==> src/rtl/load_store_unit_pkg.sv <==
// -----------------------------------------------------------------------------
// MemoryModesPackage
// Shared memory-mode encoding (ReadWriteModes), the load/store unit state
// encoding (LsuState), and the byte-lane mask constants used to merge partial
// word loads (WORDLEFT / WORDRIGHT) with the old destination register value.
//
// Lane masks: bit b set means byte lane b (bits 8b+7:8b) comes from memory,
// cleared means it comes from the old register value. Each 16-bit constant
// packs four 4-bit masks, indexed by the byte offset o = addr[1:0].
// -----------------------------------------------------------------------------
package MemoryModesPackage;

    typedef enum logic [2:0] {
        NONE      = 3'd0,
        BYTE      = 3'd1,
        HALFWORD  = 3'd2,
        WORD      = 3'd3,
        WORDLEFT  = 3'd4,
        WORDRIGHT = 3'd5
    } ReadWriteModes;

    typedef enum logic [1:0] {
        IDLE  = 2'd0,
        ISSUE = 2'd1,
        WAIT  = 2'd2,
        RESP  = 2'd3
    } LsuState;

    // WORDLEFT: top o+1 bytes from memory. Packed as {o=3, o=2, o=1, o=0}.
    localparam logic [15:0] LANE_MASK_LEFT  = {4'b1111, 4'b1110, 4'b1100, 4'b1000};
    // WORDRIGHT: low 4-o bytes from memory. Packed as {o=3, o=2, o=1, o=0}.
    localparam logic [15:0] LANE_MASK_RIGHT = {4'b0001, 4'b0011, 4'b0111, 4'b1111};
    // Every other mode passes the whole memory word through.
    localparam logic [3:0]  LANE_MASK_ALL   = 4'b1111;

    function automatic logic [3:0] lane_mask(input logic [2:0] mode,
                                             input logic [1:0] offset);
        logic [3:0] mask;
        mask = LANE_MASK_ALL;
        if (mode == WORDLEFT) begin
            mask = LANE_MASK_LEFT[{offset, 2'b00} +: 4];
        end else if (mode == WORDRIGHT) begin
            mask = LANE_MASK_RIGHT[{offset, 2'b00} +: 4];
        end
        return mask;
    endfunction

    // True for the five modes that actually touch memory.
    function automatic logic is_access_mode(input logic [2:0] mode);
        logic ok;
        ok = 1'b0;
        case (mode)
            BYTE, HALFWORD, WORD, WORDLEFT, WORDRIGHT: ok = 1'b1;
            default:                                   ok = 1'b0;
        endcase
        return ok;
    endfunction

    function automatic logic is_misaligned(input logic [2:0] mode,
                                           input logic [1:0] offset);
        return ((mode == HALFWORD) && offset[0]) ||
               ((mode == WORD) && (offset != 2'b00));
    endfunction

endpackage

==> src/rtl/load_store_unit_lane_merge.sv <==
// -----------------------------------------------------------------------------
// lsu_lane_merge
// Combinational byte-lane merge of a memory read word with the old
// destination register. WORDLEFT/WORDRIGHT select a subset of lanes from
// memory according to the byte offset; every other mode passes memory through.
//
// Ports:
//   i_mode      3   ReadWriteModes value of the load
//   i_offset    2   byte offset (address[1:0])
//   i_mem_data  32  word returned by memory
//   i_rt_old    32  old destination register value
//   o_data      32  merged load result
// -----------------------------------------------------------------------------
module lsu_lane_merge
    import MemoryModesPackage::*;
(
    input  logic [2:0]  i_mode,
    input  logic [1:0]  i_offset,
    input  logic [31:0] i_mem_data,
    input  logic [31:0] i_rt_old,
    output logic [31:0] o_data
);

    logic [3:0] w_mask;

    assign w_mask = lane_mask(i_mode, i_offset);

    genvar gi;
    generate
        for (gi = 0; gi < 4; gi = gi + 1) begin : g_lane
            assign o_data[gi*8 +: 8] = w_mask[gi] ? i_mem_data[gi*8 +: 8]
                                                  : i_rt_old[gi*8 +: 8];
        end
    endgenerate

endmodule

==> src/rtl/load_store_unit.sv <==
// -----------------------------------------------------------------------------
// load_store_unit
// Single-outstanding load/store sequencer between a pipeline request/response
// handshake and a simple synchronous memory port (read data valid one clock
// after the read is issued).
//
// Sequence: IDLE -> ISSUE -> WAIT -> RESP (load)
//           IDLE -> ISSUE -> RESP         (store)
//           IDLE -> RESP                  (mode NONE, or trapped misalignment)
//
// Parameters:
//   ADDR_BITS         low address bits forwarded to memory (rest driven 0)
//
// Build option:
//   LSU_MISALIGN_TRAP_EN  when defined, misaligned HALFWORD/WORD requests are
//                         not issued and respond with resp_error = 1.
//                         When undefined, resp_error is constant 0.
//
// Ports:
//   clk, rst                       clock, asynchronous active-high reset
//   req_valid/req_ready            request handshake (ready only in IDLE)
//   req_write, req_mode,
//   req_unsigned, req_address,
//   req_wdata, req_rt_old          request fields, latched on acceptance
//   resp_valid/resp_ready          response handshake
//   resp_rdata, resp_error         load result (0 for stores), error flag
//   mem_address, mem_data,
//   mem_writeMode, mem_readMode,
//   mem_unsignedLoad               memory request outputs
//   mem_dataOutput                 memory read data
// -----------------------------------------------------------------------------
module load_store_unit
    import MemoryModesPackage::*;
#(
    parameter int ADDR_BITS = 16
)
(
    input  logic        clk,
    input  logic        rst,
    input  logic        req_valid,
    output logic        req_ready,
    input  logic        req_write,
    input  logic [2:0]  req_mode,
    input  logic        req_unsigned,
    input  logic [31:0] req_address,
    input  logic [31:0] req_wdata,
    input  logic [31:0] req_rt_old,
    output logic        resp_valid,
    input  logic        resp_ready,
    output logic [31:0] resp_rdata,
    output logic        resp_error,
    output logic [31:0] mem_address,
    output logic [31:0] mem_data,
    output logic [2:0]  mem_writeMode,
    output logic [2:0]  mem_readMode,
    output logic        mem_unsignedLoad,
    input  logic [31:0] mem_dataOutput
);

    localparam logic [31:0] ADDR_MASK = (ADDR_BITS >= 32) ? 32'hFFFF_FFFF
                                      : ((32'd1 << ADDR_BITS) - 32'd1);

    LsuState     r_state;
    LsuState     w_state_next;
    logic        r_write;
    logic [2:0]  r_mode;
    logic        r_unsigned;
    logic [31:0] r_address;
    logic [31:0] r_wdata;
    logic [31:0] r_rt_old;
    logic [31:0] r_rdata;

    logic        w_accept;
    logic        w_req_noop;
    logic        w_req_trap;
    logic [31:0] w_merged;

    assign w_accept   = req_valid && (r_state == IDLE);
    // Unknown encodings are treated the same as NONE: no memory access.
    assign w_req_noop = !is_access_mode(req_mode);

`ifdef LSU_MISALIGN_TRAP_EN
    assign w_req_trap = is_misaligned(req_mode, req_address[1:0]);
`else
    assign w_req_trap = 1'b0;
`endif

    lsu_lane_merge u_lane_merge (
        .i_mode     (r_mode),
        .i_offset   (r_address[1:0]),
        .i_mem_data (mem_dataOutput),
        .i_rt_old   (r_rt_old),
        .o_data     (w_merged)
    );

    // ---------------------------------------------------------------- FSM
    always_ff @(posedge clk or posedge rst) begin
        if (rst) begin
            r_state <= IDLE;
        end else begin
            r_state <= w_state_next;
        end
    end

    always_comb begin
        w_state_next = r_state;
        case (r_state)
            IDLE: begin
                if (w_accept) begin
                    w_state_next = (w_req_noop || w_req_trap) ? RESP : ISSUE;
                end
            end
            ISSUE:   w_state_next = r_write ? RESP : WAIT;
            WAIT:    w_state_next = RESP;
            RESP: begin
                if (resp_ready) begin
                    w_state_next = IDLE;
                end
            end
            default: w_state_next = IDLE;
        endcase
    end

    // ------------------------------------------------------ request latch
    always_ff @(posedge clk or posedge rst) begin
        if (rst) begin
            r_write    <= 1'b0;
            r_mode     <= NONE;
            r_unsigned <= 1'b0;
            r_address  <= '0;
            r_wdata    <= '0;
            r_rt_old   <= '0;
            r_rdata    <= '0;
        end else begin
            if (w_accept) begin
                r_write    <= req_write;
                r_mode     <= req_mode;
                r_unsigned <= req_unsigned;
                r_address  <= req_address;
                r_wdata    <= req_wdata;
                r_rt_old   <= req_rt_old;
                // Stores, no-ops and traps respond with 0; loads overwrite in WAIT.
                r_rdata    <= '0;
            end else if (r_state == WAIT) begin
                r_rdata    <= w_merged;
            end
        end
    end

`ifdef LSU_MISALIGN_TRAP_EN
    logic r_error;

    always_ff @(posedge clk or posedge rst) begin
        if (rst) begin
            r_error <= 1'b0;
        end else if (w_accept) begin
            r_error <= w_req_trap;
        end
    end

    assign resp_error = (r_state == RESP) && r_error;
`else
    assign resp_error = 1'b0;
`endif

    // ------------------------------------------------------------ outputs
    always_comb begin
        req_ready        = (r_state == IDLE);
        resp_valid       = (r_state == RESP);
        resp_rdata       = (r_state == RESP) ? r_rdata : '0;
        mem_address      = '0;
        mem_data         = '0;
        mem_writeMode    = NONE;
        mem_readMode     = NONE;
        mem_unsignedLoad = 1'b0;
        case (r_state)
            ISSUE: begin
                mem_address      = r_address & ADDR_MASK;
                mem_data         = r_wdata;
                mem_unsignedLoad = r_unsigned;
                if (r_write) begin
                    mem_writeMode = r_mode;
                end else begin
                    mem_readMode  = r_mode;
                end
            end
            WAIT: begin
                // Memory samples address/sign control while returning data.
                mem_address      = r_address & ADDR_MASK;
                mem_unsignedLoad = r_unsigned;
            end
            default: begin
            end
        endcase
    end

endmodule

==> config.mk <==
export PLATFORM = sky130hd
export DESIGN_NAME = load_store_unit
export DESIGN_NICKNAME = d
export VERILOG_FILES = /design/src/rtl/load_store_unit_pkg.sv /design/src/rtl/load_store_unit_lane_merge.sv /design/src/rtl/load_store_unit.sv
export SDC_FILE = /design/constraint.sdc
export NUM_CORES = 1
export LEC_CHECK = 0
export CORE_ASPECT_RATIO = 1.5
export CORE_MARGIN = 2
export CORE_UTILIZATION = 40
export DETAILED_ROUTE_END_ITERATION = 6
export GPL_TIMING_DRIVEN = 0
export PLACE_DENSITY = 0.76
export SLEW_MARGIN = 10
export SYNTH_ARGS = -nofsm -noshare
export SYNTH_HDL_FRONTEND = slang
export SYNTH_SLANG_ARGS = --single-unit
==> constraint.sdc <==
create_clock -name clk -period 7.6 [get_ports clk]
set_input_delay 1.9 -clock clk [delete_from_list [all_inputs] [get_ports clk]]
set_output_delay 1.9 -clock clk [all_outputs]
set_load 0.05 [all_outputs]
# Word level (Yosys, flattened, before mapping)
# Index checks and enable logic that the tools add are counted.
# totals
reg_bits	119
input_bits	137
# classes
reduce_logical	6
mux	22
eq_ne	12
shifts	2
# ops
operator	count
$mux 32	4
$mux 8	4
$shiftx 16x5->4 const A	2
$mux 16	1
$eq 3x3->1 const B	4
$mux 3	4
$mux 4	2
$pmux 2 s4	1
$eq 3x2->1 const B	2
$mux 2	3
$reduce_or 5->1	1
$eq 2x2->1 const B	2
$ne 2x1->1 const B	2
$eq 3x1->1 const B	1
$mux 1	3
$eq 2x1->1 const B	1
$logic_not 2->1	1
$reduce_and 2->1	1
$reduce_bool 2->1	1
$reduce_or 2->1	1
$logic_and 1x1->1	1

# Depth between registers and ports, before layout
# Gate-level depths: netlist of run 1.
# depth
word_depth	6
depth_mapped	7
depth_no_buf	5

# Hierarchy
# From an unflattened synthesis of run 1, not the netlist that was laid out.
# hier_totals
cells_unflattened	708
area_unflattened_um2	6276.0
# modules_own_cells
mod	cells_per_inst	seq_area_each_um2	area_per_inst_um2	n_inst
load_store_unit	600	2977.9	5406.4	1
lsu_lane_merge	108	0.0	869.6	1

# Worst setup path after synthesis of run 1
# Ideal clock, no wire load.
# synth_timing
path_type	flip-flop to output port
start	register r_state[0]
end	output port resp_rdata[10]
path_stages_with_launch	4
t_arrival_ns	1.639
slack_ns	4.061
required_ns	5.700
n_path_buf	1
cell_sequence	dfrtp_1 ha_1 clkbuf_1 and2_1
# synth_between
elab_chain_len	2
# synth_lines
item	line_no	text
from (decl)	load_store_unit.sv:63	LsuState r_state;
from (signal assigned)	load_store_unit.sv:101	r_state <= w_state_next;
$eq 2x2->1	n/a	
net resp_valid	load_store_unit.sv:48	output logic resp_valid,
$mux 32	load_store_unit.sv:170	resp_rdata = (r_state == RESP) ? r_rdata : '0;
to (decl)	load_store_unit.sv:50	output logic [31:0] resp_rdata,
# The timed path passes the listed nets, and every way through them passes these cells.

# Worst setup path in the final report of run 1
# layout_timing
start	register r_state[1]
end	output port mem_data[6]
# layout_between
elab_chain_len	2
# layout_lines
item	line_no	text
$eq 2x1->1	load_store_unit.sv:176	case (r_state)
$mux 32	load_store_unit.sv:176	
to (decl)	load_store_unit.sv:53	output logic [31:0] mem_data,
# Every way passes these cells.

==> results of run 1 <==
-- final cells by class --
class	count	share of cell area
clock inverter	8	0.01127
multi-input combinational	359	0.2955
inverter	12	0.005637
sequential	119	0.3354
buffer	57	0.03298
clock buffer	22	0.05228
timing repair buffer	210	0.2387
antenna	2	0.0005637
tap	196	0.02762
-- worst register-to-register path: cells and delay by family (launching register included) --
kind	cells	cell delay, ns
adders and majority gates	1	0.24
AOI/OAI and AO/OA	2	0.44
buffers and inverters	3	0.85
DFF	1	0.42
and+or+nand+nor	1	0.32
-- flip-flops by register name, summed over array words and instances (netlist names) --
name and count:
r_mode 3, r_rdata 32, r_wdata 32, r_unsigned 1, r_address 16, r_write 1, r_state 2, r_rt_old 32
-- how the worst max path moves through the flow --
stage	from	to	slack, ns	cells past startpoint
floorplan	rst	r_address[0]	2.54	1
detailed placement	r_state[1]	mem_data[2]	3.33	6
global placement	rst	r_rdata[6]	0.89	2
CTS	r_state[1]	mem_data[2]	2.89	6
global route	r_state[1]	mem_data[2]	2.70	6
finish	r_state[1]	mem_data[6]	2.94	6
-- cells in the final DEF (no fill, tap or decap), types with 3 or more instances in the layout --
cell / netlist / routed
clkdlybuf4s50_1: 0 / 209
dfrtp_1: 119 / 119
mux2_2: 86 / 86
and2_1: 85 / 85
o21ai_0: 38 / 38
clkbuf_1: 30 / 33
buf_4: 17 / 17
conb_1: 1 / 17
clkbuf_16: 0 / 17
a21oi_1: 16 / 16
nor2_1: 12 / 12
nand2b_1: 11 / 11
inv_1: 12 / 11
nand3_1: 9 / 9
a31oi_1: 9 / 9
o22ai_1: 8 / 8
o221ai_1: 8 / 8
a2111oi_0: 8 / 8
a211oi_1: 8 / 8
nand4_1: 8 / 8
o31a_1: 8 / 8
buf_2: 6 / 6
nand2_1: 5 / 5
ha_1: 5 / 5
and3_1: 4 / 4
clkinvlp_4: 0 / 4
buf_1: 3 / 3
-- cells by family (layout without fill, tap and decap cells) --
group | after synthesis | count (layout) | synth area share
simple gates | 143 | 143 | 0.1439
fa+ha+maj | 5 | 5 | 0.01064
flops | 119 | 119 | 0.5065
compound gates | 108 | 108 | 0.1162
other cells | 1 | 19 | 0.0006378
buf+inv | 69 | 309 | 0.05746
mux | 86 | 86 | 0.1647
-- power groups by stage --
stage / combinational (W) / sequential, W / clock, W
floorplan: 0.00168 / 0.00107 / 0
global placement: 0.00232 / 0.00112 / 0
detailed placement: 0.00238 / 0.00114 / 0
CTS: 0.00239 / 0.00113 / 0.000782
global route: 0.00254 / 0.00117 / 0.000811
finish: 0.00238 / 0.00113 / 0.000766
-- through the flow --
| step | setup slack, ns | hold slack (ns) | cell area, um2 | util | total power [W] |
|---|---|---|---|---|---|
| 2_1_floorplan | 2.543 | 0.4706 | 5939 | - | 0.002753 |
| 3_3_place_gp | 0.8889 | 0.4801 | 8277 | 0.5724 | 0.003442 |
| 3_5_place_dp | 3.335 | 0.4852 | 8309 | 0.5747 | 0.003522 |
| 4_1_cts | 2.889 | 0.4984 | 8874 | 0.6137 | 0.004309 |
| 5_1_grt | 2.705 | 0.5108 | 8879 | 0.6141 | 0.004522 |
| 6_report | 2.942 | 0.4955 | 8879 | 0.6141 | 0.004279 |
-- metal layers --
metal	wire, um	GRT usage	vias up
met1	5837	0.2348	2421
met5	0	0	-
met4	552	0.1103	0
met2	9258	0.3915	235
li1	-	-	2327
met3	1342	0.06009	33
==> summary.txt, run 1 <==
Route
  – ANT nets after route: 0
  – Drt wl/cell: 17.25 um
  – Vias: 5016
  – Initial DRC count: 208
  – WL final: 16.99 mm
  – Post-DR vias/cell: 5.092
  – DRT Pass-1 Iters: 4
  – # DRC: 0

Timing
  – Final Cycle Share: 0.6129
  – Endpoints failing setup: 0
  – Max Slew Vio Count: 0
  – Final Hold Viols: 0
  – Setup tns final: 0 ns
  – Worst-Margin Slew: 0.5816 ns
  – RSZ-0062 raised after global routing: no
  – Tmin final: 4.658 ns
  – Max-Slew Margin vs Limit: 0.6109
  – Clock Skews: 0.007786 ns
  – Fmax: 214.7 MHz

Setup path
  – Most common cell on crit path: clkbuf_1
  – Worst r2r src: r_state[0]
  – Critical Path RT: 5.70 ns
  – Critical Path, Cell by Cell: inv_1 > ha_1 > clkbuf_1 > clkbuf_1 > and2_1 > clkdlybuf4s50_1
  – Largest fanout on the critical path: 10
  – Reg-to-Reg End: r_rdata[28]
  – Buf/Inv on CP: 4
  – Worst reg-to-reg path cell count: 7
  – CP delay by family, top: buffers and inverters
  – Arrival @ worst endpoint: 2.76 ns
  – Crit-path max cell delay: 0.81 ns
  – Critical Path End Type: output port
  – Crit start category: flop
  – Register-to-register setup slack: 5.22 ns
  – Setup CP Type: flop to output port
  – Worst path slowest cell: clkdlybuf4s50_1

Cells and area
  – Area of the multi-input gates: 2624 um2
  – Fill count: 1244
  – Area Growth Syn to Fin: 51.01%
  – Register Area: 2978 um2
  – Non-Filler Instances: 985
  – NumNets Final: 918
  – Share of layout cells above drive strength 1: 0.1792

Placed design
  – Post-DP HPWL: 13.07 mm
  – Cell total after placement: 953
  – IO Port Bufs: 209
  – Global placer's final weighted congestion: 0.8563

Synthesis
  – Synthesized cell area: 5879 um2
  – Post-synthesis sequential area ratio: 0.5065
  – Synth warn: 0
  – Synth area leader: dfrtp_1
  – Synth area leaders: dfrtp_1 (51%), mux2_2 (16%), and2_1 (9.0%)
  – Count of different cell masters after synthesis: 34
  – Synthesized flop and latch total: 119
  – Share of the synthesized area in the top cell type: 0.5065
  – Commonest register cell after synthesis: dfrtp_1
  – Post-synth ARST share: 1.000
  – EDFF count, synth: 0
  – Most common cell in the netlist: dfrtp_1
  – Syn Inst Count: 531
  – Syn avg cell area: 11.07 um2
  – Most common library cells after synthesis: dfrtp_1 (119), mux2_2 (86), and2_1 (85)

Clock tree
  – CTS Buffer Depth: 2
  – CTS tree: done
  – Cts hold-fix bufs: 0
  – Gates resized, CTS repair: 0
  – Clock transition at the registers of the reported paths: 0.05 ns
  – CTS sink count: 119
  – Root Buffer: clkbuf_16
  – Setup repair bufs after CTS: 0
  – Worst skew pair latency: 0.40 ns
  – Htree depth: 4
  – Num CTS Buffers: 17

Power and ir drop
  – Net switching power: 0.001899 W
  – Pint: 0.002380 W
  – PwrDens: 482.0 nW/um2
  – Leak Pwr: 3.689 nW
  – Sequential share of power: 0.265
  – Switching Share: 0.4437
  – Maximum VDD drop: 0.2381 mV
  – Gate power share: 0.556
  – Clock share of power: 0.179

GRT
  – Via count of the first global-routing pass: 5231
  – Total Routing Usage GR: 0.2213
  – Grt ovf: 0
  – Largest net degree at the start of global routing: 64
  – Global-route wire length before repair: 26.54 mm
  – Initial antenna violation count: 2

Worst hold path
  – Tightest Hold Check Type: flop to flop
  – Hold worst-path end: r_wdata[18]
  – Worst min-delay path startpoint: r_wdata[18]
  – Hold path depth: 1

Floorplan
  – IO Count: 243
  – Initial core utilization: 0.4066
  – Die H: 152.5 um
  – CORE AREA: 14460 um2
  – Rows: 54
  – Die area: 15700 um2
  – Chip Width: 103.0 um

Outcome
  – Status: complete, no violations

Job
  – Maxcap violations: 0
Power figures use the tool's default switching activity.
==> inputs of run 2 (changes only) <==
Clock period 7.6 ns to 4.5 ns, I/O delays scaled along.
==> results of run 2 <==
Same layout as run 1 (identical final DEF). Status: complete, no violations.
Among the figures that moved: setup slack after placement 3.335 ns -> 1.010 ns; setup slack after layout 2.942 ns -> 0.6173 ns; register-to-register setup slack 5.22 ns -> 2.12 ns; total power 0.004279 W -> 0.007227 W; worst IR drop on VDD 0.2381 mV -> 0.4021 mV
==> inputs of run 3 (changes only) <==
Settings changed: SETUP_SLACK_MARGIN from default to 0.4.
==> run 3 against run 2 <==
Combinational power is essentially flat. Count of clock-buffer cells in the layout grew 1. Setup slack lost 0.00089 ns. Via count shrank 0.22%. Cell area grew 0.87%. Maximum frequency is essentially flat. Non-clock buffer count grew 2. Final cell count grew 0.41%. Global-route usage shrank 0.31 points. Largest power group unchanged. Highest routed layer unchanged.
==> summary.txt, run 3 (same netlist as run 1, synthesis figures left out) <==
Outcome
  – Status: complete, no violations

Timing
  – Setup tns final: 0 ns (unchanged)
  – Max Slew Vio Count: 0 (unchanged)
  – Final Cycle Share: 0.8630
  – Clock Skews: 0.006880 ns (-0.0009061 ns)
  – RSZ-0062 raised after global routing: no
  – Max-Slew Margin vs Limit: 0.5599 (-0.05094)
  – Worst-Margin Slew: 0.6577 ns (+0.07613 ns)
  – Tmin final: 3.884 ns
  – Fmax: 257.5 MHz
  – Setup WS post-layout: 0.6164 ns
  – Endpoints failing setup: 0 (unchanged)
  – Final Hold Viols: 0 (unchanged)

Setup path
  – Worst path slowest cell: clkdlybuf4s50_1
  – Largest fanout on the critical path: 10 (unchanged)
  – Setup CP Type: flop to output port
  – Most common cell on crit path: clkbuf_1
  – Buf/Inv on CP: 4 (unchanged)
  – Arrival @ worst endpoint: 2.76 ns (about the same)
  – Critical Path, Cell by Cell: inv_1 > ha_1 > clkbuf_1 > clkbuf_1 > and2_1 > clkdlybuf4s50_1
  – Critical Path End Type: output port
  – Crit start category: flop
  – Critical Path RT: 3.38 ns
  – CP delay by family, top: buffers and inverters
  – Crit-path max cell delay: 0.80 ns (about the same)

Cells and area
  – Most frequent cells in the layout: clkdlybuf4s50_1 (209), dfrtp_1 (119), mux2_2 (86)
  – Biggest regs: r_rdata: 32 flops, r_rt_old: 32 flops, r_wdata: 32 flops
  – Non-Filler Instances: 989 (+0.41%)
  – NumNets Final: 920 (+0.22%)
  – Post-route cell area: 8956 um2 (+0.87%)
  – Share of layout cells above drive strength 1: 0.1835 (+0.004383)
  – Commonest non-fill, non-tap cell in the layout: clkdlybuf4s50_1
  – Area Growth Syn to Fin: 52.33%

GRT
  – Total Routing Usage GR: 0.2182 (-0.003145)
  – Largest net degree at the start of global routing: 40 (-38%)
  – Initial antenna violation count: 3 (+1)
  – Grt ovf: 0 (unchanged)
  – Global-route wire length before repair: 26.28 mm (-0.99%)
  – Via count of the first global-routing pass: 5401 (+3.2%)

Clock tree
  – CTS tree: done
  – CTS sink count: 119 (unchanged)
  – Worst skew pair latency: 0.40 ns (about the same)
  – Setup repair bufs after CTS: 0 (unchanged)
  – CTS Buffer Depth: 2 (unchanged)
  – Num CTS Buffers: 17 (unchanged)
  – Gates resized, CTS repair: 0 (unchanged)
  – Cts hold-fix bufs: 0 (unchanged)
  – Root Buffer: clkbuf_16
  – Clock transition at the registers of the reported paths: 0.05 ns (about the same)
  – Htree depth: 4 (unchanged)

Floorplan
  – CORE AREA: 14460 um2 (unchanged)
  – Initial core utilization: 0.4066 (unchanged)
  – IO Count: 243 (unchanged)
  – Chip Width: 103.0 um (unchanged)
  – Rows: 54 (unchanged)
  – Die area: 15700 um2 (unchanged)
  – Die H: 152.5 um (unchanged)

Job
  – Maxcap violations: 0 (unchanged)

Route
  – DRT Pass-1 Iters: 4 (unchanged)
  – Drt wl/cell: 16.93 um (-1.9%)
  – Post-DR vias/cell: 5.061 (-0.62%)
  – # DRC: 0 (unchanged)
  – Vias: 5005 (-0.22%)
  – WL final: 16.74 mm (-1.5%)
  – ANT nets after route: 0 (unchanged)
  – Initial DRC count: 131 (-37%)

Placed design
  – Setup Slack @ Placement: 1.016 ns
  – Post-DP Area: 8341 um2 (+0.38%)
  – Global placer's final weighted congestion: 0.8633 (+0.82%)
  – IO Port Bufs: 209 (unchanged)
  – Post-DP HPWL: 12.94 mm (-1.0%)
  – Cell total after placement: 955 (+0.21%)

Power and ir drop
  – Maximum VDD drop: 0.4849 mV
  – PwrDens: 814.7 nW/um2
  – Leak Pwr: 3.731 nW (+1.1%)

Worst hold path
  – Tightest Hold Check Type: flop to flop
[run 3: cell types whose count changed in the layout (fill, tap and decap cells not counted)]
| cell | delta |
|---|---|
| buf_12 | +3 |
| buf_16 | -1 |
| bufinv_16 | +1 |
| clkbuf_1 | -1 |
| clkbuf_8 | +2 |
| clkinv_2 | +1 |
| clkinvlp_4 | -1 |
| diode_2 | +1 |
| inv_6 | -1 |
[run 3: path summary, 6_finish.rpt]
kind | endpoint | depth (start not counted) | slack (ns) | startpoint
max | mem_data[24] | 6 | 0.62 | r_state[1]
min | r_wdata[27] | 1 | 0.49 | r_wdata[27]
max reg2reg | r_rdata[16] | 7 | 2.15 | r_state[0]
min reg2reg | r_wdata[27] | 1 | 0.49 | r_wdata[27]
max in group asynchronous | r_wdata[5] | 4 | 2.71 | rst
min in group asynchronous | r_rt_old[6] | 2 | 1.05 | rst
[run 3: power breakdown]
group / switching [W] / internal, W
Clock: 0.000451 / 0.000924
Combinational: 0.00245 / 0.00156
Sequential: 0.000285 / 0.00162
Total: 0.00318 / 0.00411
[run 3: routing by layer]
metal  vias up  track usage  part of all wire
met5         -            0                 0
met4         0       0.1272             0.044
met3        45      0.05550             0.068
met2       215       0.3874              0.53
met1      2411       0.2236              0.35
li1       2334            -                 -
[run 3: stage by stage]
step / util / hold WS (ns) / total power (W)
2_1_floorplan: - / 0.4706 / 0.004650
3_3_place_gp: 0.5727 / 0.4789 / 0.005815
3_5_place_dp: 0.5768 / 0.4849 / 0.005940
4_1_cts: 0.6189 / 0.4959 / 0.007359
5_1_grt: 0.6194 / 0.4981 / 0.007716
6_report: 0.6194 / 0.4937 / 0.007297
[run 3: final cells by class]
cell class	count	area, um2
fill	1232	5503
sequential	119	2978
multi-input combinational	359	2624
timing repair buffer	212	2152
clock buffer	23	488.0
buffer	57	292.8
tap	196	245.2
clock inverter	8	120.1
inverter	12	48.80
antenna	3	7.507
